## config.mk

```make
export PLATFORM = sky130hd
export DESIGN_NAME = delay_chain_mem_mc
export DESIGN_NICKNAME = d
export VERILOG_FILES = /design/src/rtl/delay_chain_mem_mc_pkg.sv /design/src/rtl/delay_chain_mem_mc_ram.sv /design/src/rtl/delay_chain_mem_mc.sv
export SDC_FILE = /design/constraint.sdc
export NUM_CORES = 2
export LEC_CHECK = 0
export CORE_ASPECT_RATIO = 1.25
export CORE_MARGIN = 8
export CORE_UTILIZATION = 56
export CTS_CLUSTER_SIZE = 28
export DETAILED_ROUTE_END_ITERATION = 7
export PLACE_DENSITY = 0.75
export REMOVE_ABC_BUFFERS = 1
export SETUP_SLACK_MARGIN = 0.2
export SYNTH_ARGS = -nofsm -noshare
export SYNTH_HDL_FRONTEND = slang
export SYNTH_HIERARCHICAL = 1
export SYNTH_SLANG_ARGS = --single-unit
```

## constraint.sdc

```tcl
create_clock -name i_clk -period 5.05 [get_ports i_clk]
set_clock_uncertainty 0.05 [all_clocks]
set_input_delay 1.01 -clock i_clk [delete_from_list [all_inputs] [get_ports i_clk]]
set_output_delay 1.01 -clock i_clk [all_outputs]
set_load 0.1 [all_outputs]
```

## src/rtl/delay_chain_mem_mc_pkg.sv

```systemverilog
// Shared types and helpers for the multi-channel RAM-backed delay line.
// All lanes share one ring, so its geometry lives here.
package delay_chain_pkg;

  localparam int MAX_LEN = 64;
  localparam int LW      = $clog2(MAX_LEN + 1);
  localparam int ADDR_W  = $clog2(MAX_LEN);

  typedef struct packed {
    logic [ADDR_W-1:0] ptr;
    logic [LW-1:0]     fill;
  } ring_t;

  typedef enum logic [1:0] {
    ST_IDLE    = 2'd0,
    ST_FILLING = 2'd1,
    ST_FULL    = 2'd2
  } fill_state_e;

  function automatic logic [LW-1:0] clamp_len(input logic [LW-1:0] length,
                                              input logic [LW-1:0] max_len);
    if (length > max_len) begin
      return max_len;
    end else begin
      return length;
    end
  endfunction

endpackage

```

## src/rtl/delay_chain_mem_mc_ram.sv

```systemverilog
// Single-port read-first RAM: the read port shows the old word at i_addr
// during the cycle in which that word is overwritten.
module SpRamRf #(
  parameter int DW    = 32,
  parameter int DEPTH = 64,
  parameter int AW    = $clog2(DEPTH)
) (
  input  logic          i_clk,
  input  logic          i_we,
  input  logic [AW-1:0] i_addr,
  input  logic [DW-1:0] i_wdata,
  output logic [DW-1:0] o_rdata
);

  logic [DW-1:0] r_mem [DEPTH];

  // Storage write; no reset, fill gating upstream hides stale contents.
  always_ff @(posedge i_clk) begin
    if (i_we) begin
      r_mem[i_addr] <= i_wdata;
    end
  end

  assign o_rdata = r_mem[i_addr];

endmodule

```

## src/rtl/delay_chain_mem_mc.sv

```systemverilog
// Run-time-length multi-lane delay line over a read-first RAM ring, with a
// fill-gated output hold register and a combinational bypass for length 0.
module delay_chain_mem_mc
  import delay_chain_pkg::*;
#(
  parameter int DW = 8,
  parameter int CH = 4
) (
  input  logic             i_clk,
  input  logic             i_rst,
  input  logic             i_en,
  input  logic             i_flush,
  input  logic [LW-1:0]    i_length,
  input  logic [CH*DW-1:0] i_din,
  output logic [CH*DW-1:0] o_dout,
  output logic             o_dout_valid,
  output logic [LW-1:0]    o_cur_len,
  output logic [LW-1:0]    o_fill_level
);

  localparam int WW = CH * DW;

  logic [LW-1:0]     r_len;
  logic [LW-1:0]     w_len_nxt;
  logic [LW-1:0]     w_len_eff;
  ring_t             r_ring;
  ring_t             w_ring_nxt;
  logic [WW-1:0]     r_dout;
  logic [WW-1:0]     w_dout_nxt;
  logic [WW-1:0]     w_rdata;
  logic              r_valid;
  logic              w_valid_nxt;
  logic              w_we;
  logic [ADDR_W-1:0] w_addr;
  fill_state_e       w_state;

  assign w_len_eff = clamp_len(i_length, LW'(MAX_LEN));

  SpRamRf #(
    .DW    (WW),
    .DEPTH (MAX_LEN)
  ) u_ram (
    .i_clk   (i_clk),
    .i_we    (w_we),
    .i_addr  (w_addr),
    .i_wdata (i_din),
    .o_rdata (w_rdata)
  );

  // Line state decoded from how many samples the ring holds.
  always_comb begin
    if ((r_len != '0) && (r_ring.fill == r_len)) begin
      w_state = ST_FULL;
    end else if (r_ring.fill == '0) begin
      w_state = ST_IDLE;
    end else begin
      w_state = ST_FILLING;
    end
  end

  // Next-state: flush beats a length restart, which beats a normal sample.
  always_comb begin
    w_len_nxt   = r_len;
    w_ring_nxt  = r_ring;
    w_dout_nxt  = r_dout;
    w_valid_nxt = r_valid;
    w_we        = 1'b0;
    w_addr      = r_ring.ptr;
    if (i_flush) begin
      w_ring_nxt.ptr  = '0;
      w_ring_nxt.fill = '0;
      w_dout_nxt      = '0;
      w_valid_nxt     = 1'b0;
    end else if (i_en && (w_len_eff != r_len)) begin
      // The restart sample lands in slot 0, so the next one goes to slot 1.
      w_len_nxt       = w_len_eff;
      w_ring_nxt.ptr  = (w_len_eff > LW'(1)) ? ADDR_W'(1) : '0;
      w_ring_nxt.fill = (w_len_eff != '0) ? LW'(1) : '0;
      w_dout_nxt      = '0;
      w_valid_nxt     = 1'b0;
      w_we            = (w_len_eff != '0);
      w_addr          = '0;
    end else if (i_en && (r_len != '0)) begin
      w_we           = 1'b1;
      w_ring_nxt.ptr = (r_ring.ptr == ADDR_W'(r_len - LW'(1))) ? '0 : r_ring.ptr + ADDR_W'(1);
      if (w_state == ST_FULL) begin
        w_dout_nxt  = w_rdata;
        w_valid_nxt = 1'b1;
      end else begin
        w_dout_nxt      = '0;
        w_valid_nxt     = 1'b0;
        w_ring_nxt.fill = r_ring.fill + LW'(1);
      end
    end else begin
      w_we = 1'b0;
    end
  end

  // Control and output hold registers.
  always_ff @(posedge i_clk or posedge i_rst) begin
    if (i_rst) begin
      r_len   <= '0;
      r_ring  <= '0;
      r_dout  <= '0;
      r_valid <= 1'b0;
    end else begin
      r_len   <= w_len_nxt;
      r_ring  <= w_ring_nxt;
      r_dout  <= w_dout_nxt;
      r_valid <= w_valid_nxt;
    end
  end

  assign o_dout       = (r_len == '0) ? i_din : r_dout;
  assign o_dout_valid = (r_len == '0) ? i_en  : r_valid;
  assign o_cur_len    = r_len;
  assign o_fill_level = r_ring.fill;

endmodule
```

## Yosys cells after proc, flatten, opt, wreduce, memory -nomap -nowiden

Memory sizes are Yosys's and may differ from the RTL's.
Cells that the tools add are included.

- Register bits: 53
- Memory bits (writable): 2048
- Input bits: 43
- Output and inout bits: 47
- Word-level logic and storage cells: 54
- Memories kept: 1

Memory list:

| name | depth | bits a word | rd ports | clocked after Yosys merged registers in | write ports | line | text |
|---|---|---|---|---|---|---|---|
| u_ram.r_mem | 64 | 32 | 1 | 0 | 1 | delay_chain_mem_mc_ram.sv:15 | `logic [DW-1:0] r_mem [DEPTH];` |

- Add/sub/neg operators: 3
- Magnitude comparators: 2
- Eq/ne operators: 5
- Muxes and demuxes: 27
- Bitwise gates (word level): 1
- Reduce and logical (&&, ||, !) cells: 10

Operators by type and width:

| kind | number |
|---|---|
| 2-to-1 mux 32 bit | 5 |
| 2-to-1 mux 13 bit | 3 |
| 2-to-1 mux 6 bit | 3 |
| logical NOT 7 bit | 2 |
| 2-to-1 mux 7 bit | 2 |
| nonzero test 7 bit | 2 |
| 2-to-1 mux 1 bit | 13 |
| adder 7 x 1 -> 7 bit (second input constant) | 1 |
| == test 7 bit | 1 |
| > comparator 7 x 1 -> 1 bit (second input constant) | 1 |
| > comparator 7 bit (second input constant) | 1 |
| != test 7 bit | 1 |
| adder 6 x 1 -> 6 bit (second input constant) | 1 |
| == test 6 bit | 1 |
| subtractor 6 x 1 -> 6 bit (second input constant) | 1 |
| AND reduction 2 bit | 2 |
| logical AND 1 bit | 3 |
| != test 3 bit (second input constant) | 1 |
| nonzero test 3 bit | 1 |
| == test 2 bit (second input constant) | 1 |
| 2-to-1 mux 2 bit | 1 |
| NOT 1 bit | 1 |

## Depth between registers and ports, before layout

An unclocked memory read counts as a cell.

- Depth in word-level cells: 11
- Depth in mapped cells: 22
- Mapped depth without buffers: 13

## Modules after synthesis

The synthesis kept the hierarchy.

Modules (own cells, without submodules):

| module | times used | cells each | area an instance (um^2) | seq. area each (um^2) |
|---|---|---|---|---|
| SpRamRf | 1 | 4207 | 78287.6 | 61499.0 |
| delay_chain_mem_mc | 1 | 309 | 3249.4 | 1326.3 |

## Worst setup path after synthesis

OpenSTA, ideal clock, no wires.

- Path type: flip-flop to flip-flop
- Start: reg r_len[0] (netlist: o_cur_len[0])
- End: mem u_ram.r_mem[12][0] (enable)
- Arrival: 5.067 ns
- Required time: 4.579 ns
- Setup slack: -0.488 ns
- Cell stages (with the launch flop): 17
- Path buffers: 8
- Period minus slack after synthesis: 5.538 ns
- Cells stage by stage: dfrtp_1 -> buf_4 -> and4bb_1 -> a31oi_1 -> nor3_1 -> o211a_1 -> buf_2 -> nor2_4 -> nor2b_1 -> buf_2 -> buf_2 -> buf_2 -> buf_2 -> buf_2 -> buf_2 -> nand3_1 -> nor2_1

- Elaborated cells between the ends (all ways): 11
- Those cells by class: eq/ne: 1; mux: 7; reduce/logical: 3

RTL lines:

| element | line | text |
|---|---|---|
| from (decl) | delay_chain_mem_mc.sv:23 | `logic [LW-1:0] r_len;` |
| from (signal assigned) | delay_chain_mem_mc.sv:107 | `r_len <= w_len_nxt;` |
| != test 7 bit | delay_chain_mem_mc.sv:74 | `end else if (i_en && (w_len_eff != r_len)) begin` |
| logical AND 1 bit | delay_chain_mem_mc.sv:74 |  |
| 2-to-1 mux 6 bit | delay_chain_mem_mc.sv:74 |  |
| 2-to-1 mux 6 bit | delay_chain_mem_mc.sv:69 | `if (i_flush) begin` |
| named net w_addr[2] | delay_chain_mem_mc.sv:34 | `logic [ADDR_W-1:0] w_addr;` |
| to (decl) | delay_chain_mem_mc_ram.sv:15 |  |

The timed path passes the listed nets, and every way through them passes these cells.

## Worst setup path in the final report

- Start: in i_length[6]
- End: reg r_dout[2]

- Longest elaborated chain between the ends: 11
- Elaborated cells between the ends (all ways): 12
- Those cells by class: order compare: 1; eq/ne: 1; mux: 7; reduce/logical: 2; memory: 1

RTL lines:

| element | line | text |
|---|---|---|
| from (decl) | delay_chain_mem_mc.sv:13 | `input logic [LW-1:0] i_length,` |
| > comparator 7 bit | delay_chain_mem_mc_pkg.sv:22 | `if (length > max_len) begin` |
| 2-to-1 mux 7 bit * | delay_chain_mem_mc_pkg.sv:22 |  |
| != test 7 bit * | delay_chain_mem_mc.sv:74 |  |
| logical AND 1 bit * | delay_chain_mem_mc.sv:74 |  |
| 2-to-1 mux 6 bit * | delay_chain_mem_mc.sv:74 |  |
| 2-to-1 mux 6 bit * | delay_chain_mem_mc.sv:69 |  |
| named net w_addr[2] | delay_chain_mem_mc.sv:34 |  |
| memory (64 x 32 bit) * | n/a |  |
| named net w_rdata[2] | delay_chain_mem_mc.sv:30 | `logic [WW-1:0] w_rdata;` |
| 2-to-1 mux 32 bit * | delay_chain_mem_mc.sv:86 | `if (w_state == ST_FULL) begin` |
| 2-to-1 mux 32 bit * | delay_chain_mem_mc.sv:83 | `end else if (i_en && (r_len != '0)) begin` |
| 2-to-1 mux 32 bit * | delay_chain_mem_mc.sv:74 |  |
| 2-to-1 mux 32 bit * | delay_chain_mem_mc.sv:69 |  |
| to (signal assigned) | delay_chain_mem_mc.sv:109 | `r_dout <= w_dout_nxt;` |
| to (decl) | delay_chain_mem_mc.sv:28 | `logic [WW-1:0] r_dout;` |

The timed path passes the listed nets; every way through them passes the cells marked *. The select of a mux whose other input is x is not followed.
A chain may end at the register's enable or synchronous reset.

==> results_dict.tcl <==
set metrics [dict create \
    status "finished with violations" \
    violations "design-rule violations" \
    routed_wl_um 248000 \
    slew_headroom_pct 19.5 \
    firstDrtPassIters 8 \
    setup_viol 0 \
    worst_pin_slew_ps 1200 \
    crit_path_frequent_cell "buf_4" \
    r2r-start "o_cur_len[4]$_DFFE_PP0P_" \
    ys.flop_type "edfxtp_1" \
    area_growth_pct 18.5 \
    whs_ps 450 \
    syn_inst 4516 \
    num_vias 49400 \
    antenna_left 0 \
    first_iter_violations 7616 \
    cts_buffers 186 \
    syn_area_mm2 0.0815 \
    crit_family "buffers and inverters" \
    cp_slowest_cell "clkdlybuf4s50_1" \
    cp-start-kind "primary input" \
    die_y_um 443 \
    timing.critical_path.buf_inv 7 \
    synth_seq_area_share_pct 77.1 \
    holdPathEnd "r_dout[2]$_DFFE_PP0P_" \
    overflow 0 \
    clk_pin_slew_worst_paths_ps 60 \
    fmaxAchievable_mhz 207 \
    fill_cells 8961 \
    seq_power_share_pct 52.7 \
    share_comb_of_total_power_pct 8.3 \
    worstPathMaxFanout 10 \
    nets 5149 \
    crit_type "primary input to flip-flop" \
    drive_gt1_share_pct 26.2 \
    end_kind "flip-flop" \
    synth_cell_types 72 \
    io_pins 90 \
    min_period_ps 4830 \
    peakVddDrop_v 0.000304 \
    cts_max_path_buffers 3 \
    total_power_mw 36.4 \
    seqCellArea_mm2 0.0628 \
    place_hpwl_um 160000 \
    placementRows 156 \
    core_mm2 0.145 \
    sw_frac_of_total_pct 22.9 \
    netSwitchingPower_mw 8.34 \
    port_buffers 89 \
    setup_slack_ps 221 \
    hold_start "r_dout[2]$_DFFE_PP0P_" \
    antenna_found_initial 27 \
    cts.sinks 2101 \
    vias_per_cell 6.90 \
    yosysWarnings 6 \
    r2r_cells 19 \
    r2r_setup_slack_ps 350 \
    grt_start_max_net_pins 65 \
    p_leak_nw 31.7 \
    crit_chain "clkdlybuf4s50_1 > nand2b_1 > a21oi_1 > or2_1 > o211a_1 > nor2_4 > nor2b_4 > buf_4 > buf_4 > nor2b_4 > buf_4 > buf_4 > a221o_1 > o21ai_0 > nand3_1 > buf_4 > a2111oi_1 > buf_4 > nand3_1 > a22o_1" \
    r2r_end "r_dout[2]$_DFFE_PP0P_" \
    dieArea_mm2 0.158 \
    multi_input_area_mm2 0.0179 \
    place_congestion 0.957 \
    maxSlewViolCount 0 \
    grt_pass1_wl_um 346000 \
    drv_cap 0 \
    wl_per_cell_um 34.6 \
    p_int_mw 28.1 \
    grt_pass1_vias 48300 \
    worstHoldPathCells 1 \
    hold_viol_final 0 \
    synth-seq-cells 2101 \
    worstPathRequired_ps 5720 \
    synth_area_per_cell_um2 18.1 \
    die_x_um 357 \
    clkPwrFrac_pct 39.0 \
    drc 1 \
    hp-class "flip-flop to flip-flop" \
    async_reset_ff_share_pct 2.52 \
    rsz0062_at_grt "yes" \
    post-route-period-util_pct 95.6 \
    critical_path_arrival_ps 5500 \
    crit_path_max_incr_delay_ps 620 \
    dp_slack_ps -1010 \
    htreeDepth 4 \
    synth_edf_count 2048 \
    power_density_mw_per_mm2 377 \
    clock-root-buffer "clkbuf_16" \
    start_util_pct 56.4 \
    insertion_delay_ps 850 \
    track_usage_pct 30.6 \
    cts_tree "yes" \
]
layout by cell type (no fill, tap or decap), types with 28 or more instances in the layout:
cell type | synthesis | layout
edfxtp_1 | 2048 | 2048
buf_4 | 16 | 518
mux2i_1 | 261 | 261
clkbuf_16 | 0 | 188
a22oi_1 | 188 | 186
mux2_2 | 183 | 183
a221oi_1 | 175 | 174
buf_12 | 6 | 150
a21oi_1 | 125 | 124
a22o_1 | 98 | 98
mux4_2 | 96 | 96
nor2_1 | 161 | 92
o21ai_0 | 92 | 91
o22ai_1 | 93 | 91
and3_1 | 86 | 86
o22a_1 | 70 | 70
nor2_4 | 1 | 68
nand3_1 | 62 | 60
dfrtp_1 | 53 | 53
a31oi_1 | 50 | 48
clkbuf_1 | 175 | 45
nand2_1 | 43 | 42
clkinv_2 | 0 | 32
clkinv_1 | 0 | 32
buf_2 | 90 | 32
nor3_1 | 33 | 28
registers in the layout, summed over array words and instances (netlist names):
register and cells:
o_fill_level 7, r_valid 1, r_dout 32, r_ring 6, o_cur_len 7, u_ram/r_mem 2048
how the worst max path moves through the flow:
stage,from,to,slack [ps],cells past startpoint
2_1_floorplan,o_cur_len[0]$_DFFE_PP0P_,r_dout[11]$_DFFE_PP0P_,-40180,13
3_3_place_gp,i_length[6],r_dout[0]$_DFFE_PP0P_,-940,16
6_report,i_length[6],r_dout[2]$_DFFE_PP0P_,220,20
5_1_grt,i_length[6],r_dout[25]$_DFFE_PP0P_,160,15
4_1_cts,i_length[4],r_dout[18]$_DFFE_PP0P_,210,21
3_5_place_dp,i_length[6],r_dout[0]$_DFFE_PP0P_,-1010,16
repair_timing:
item,4_1_cts,5_1_grt
pin swaps,1,2
hold buffers,0,0
resized for setup,2,30
setup endpoints to repair,9,31
setup buffers,5,8
per-layer routing:
layer	wire length [um]	share of wire, %	GRT usage, %
met1	81800	33	37.3
met2	117000	47	48.5
met3	30400	12	7.60
met4	19500	7.8	20.3
met5	74	0.030	0
power groups by stage:
stage	logic, mW	registers, mW	clock network [mW]
2_1_floorplan	1.63	19.6	0
3_3_place_gp	2.87	19.6	0
3_5_place_dp	2.92	19.6	0
4_1_cts	2.94	19.2	14.3
6_report	3.02	19.2	14.2
5_1_grt	3.09	19.2	14.9
layout make-up:
cell class,instances,area share [%]
flip-flops and latches,2101,65.0
multi-input cells,2075,18.5
repair buffers,726,7.58
clock buffers,241,5.16
well taps,1896,2.46
clock inverters,107,1.14
inverters,12,0.0557
diodes,10,0.0259
stage by stage:
step	instances	cell area [um^2]	setup TNS [ps]	util [%]
CTS	7150	96300	0	66.6
floorplan	4188	80000	-	-
global placement	6797	90200	-70530	62.4
finish	7168	96600	0	66.8
global route	7165	96600	0	66.8
detailed placement	6797	90200	-97760	62.4
cells by family after synthesis:
group	synth area share, %
AO/OA/AOI/OAI	9.06
XOR/XNOR	0.247
buffers and inverters	1.94
flip-flops	77.1
multiplexers	8.38
adder cells (fa/ha/maj)	0.0614
AND/OR/NAND/NOR	3.26
synthesized netlist by cell type (all sizes together) (10+ instances only):
cell | number | share of area [%]
xnor2 | 10 | 0.11
buf | 152 | 1.1
nand2 | 43 | 0.20
a221oi | 175 | 1.9
nor4 | 16 | 0.12
o22a | 70 | 0.75
o2bb2ai | 15 | 0.16
dfrtp | 53 | 1.6
edfxtp | 2048 | 75
or4b | 14 | 0.17
nand2b | 22 | 0.17
nand3 | 62 | 0.38
o22ai | 93 | 0.71
nor2b | 17 | 0.13
mux2 | 183 | 2.5
and3 | 86 | 0.66
a22oi | 188 | 1.7
a222oi | 16 | 0.20
nor2 | 162 | 0.75
a31oi | 50 | 0.38
mux2i | 261 | 3.2
a221o | 15 | 0.18
or4 | 15 | 0.14
o21ai | 93 | 0.57
a211oi | 20 | 0.18
clkbuf | 176 | 0.81
a21oi | 125 | 0.77
a2111oi | 16 | 0.18
nor3 | 33 | 0.20
xor2 | 13 | 0.14
mux4 | 96 | 2.7
inv | 12 | 0.055
a22o | 98 | 1.1
Note: power is estimated with default switching activity, not from simulation.
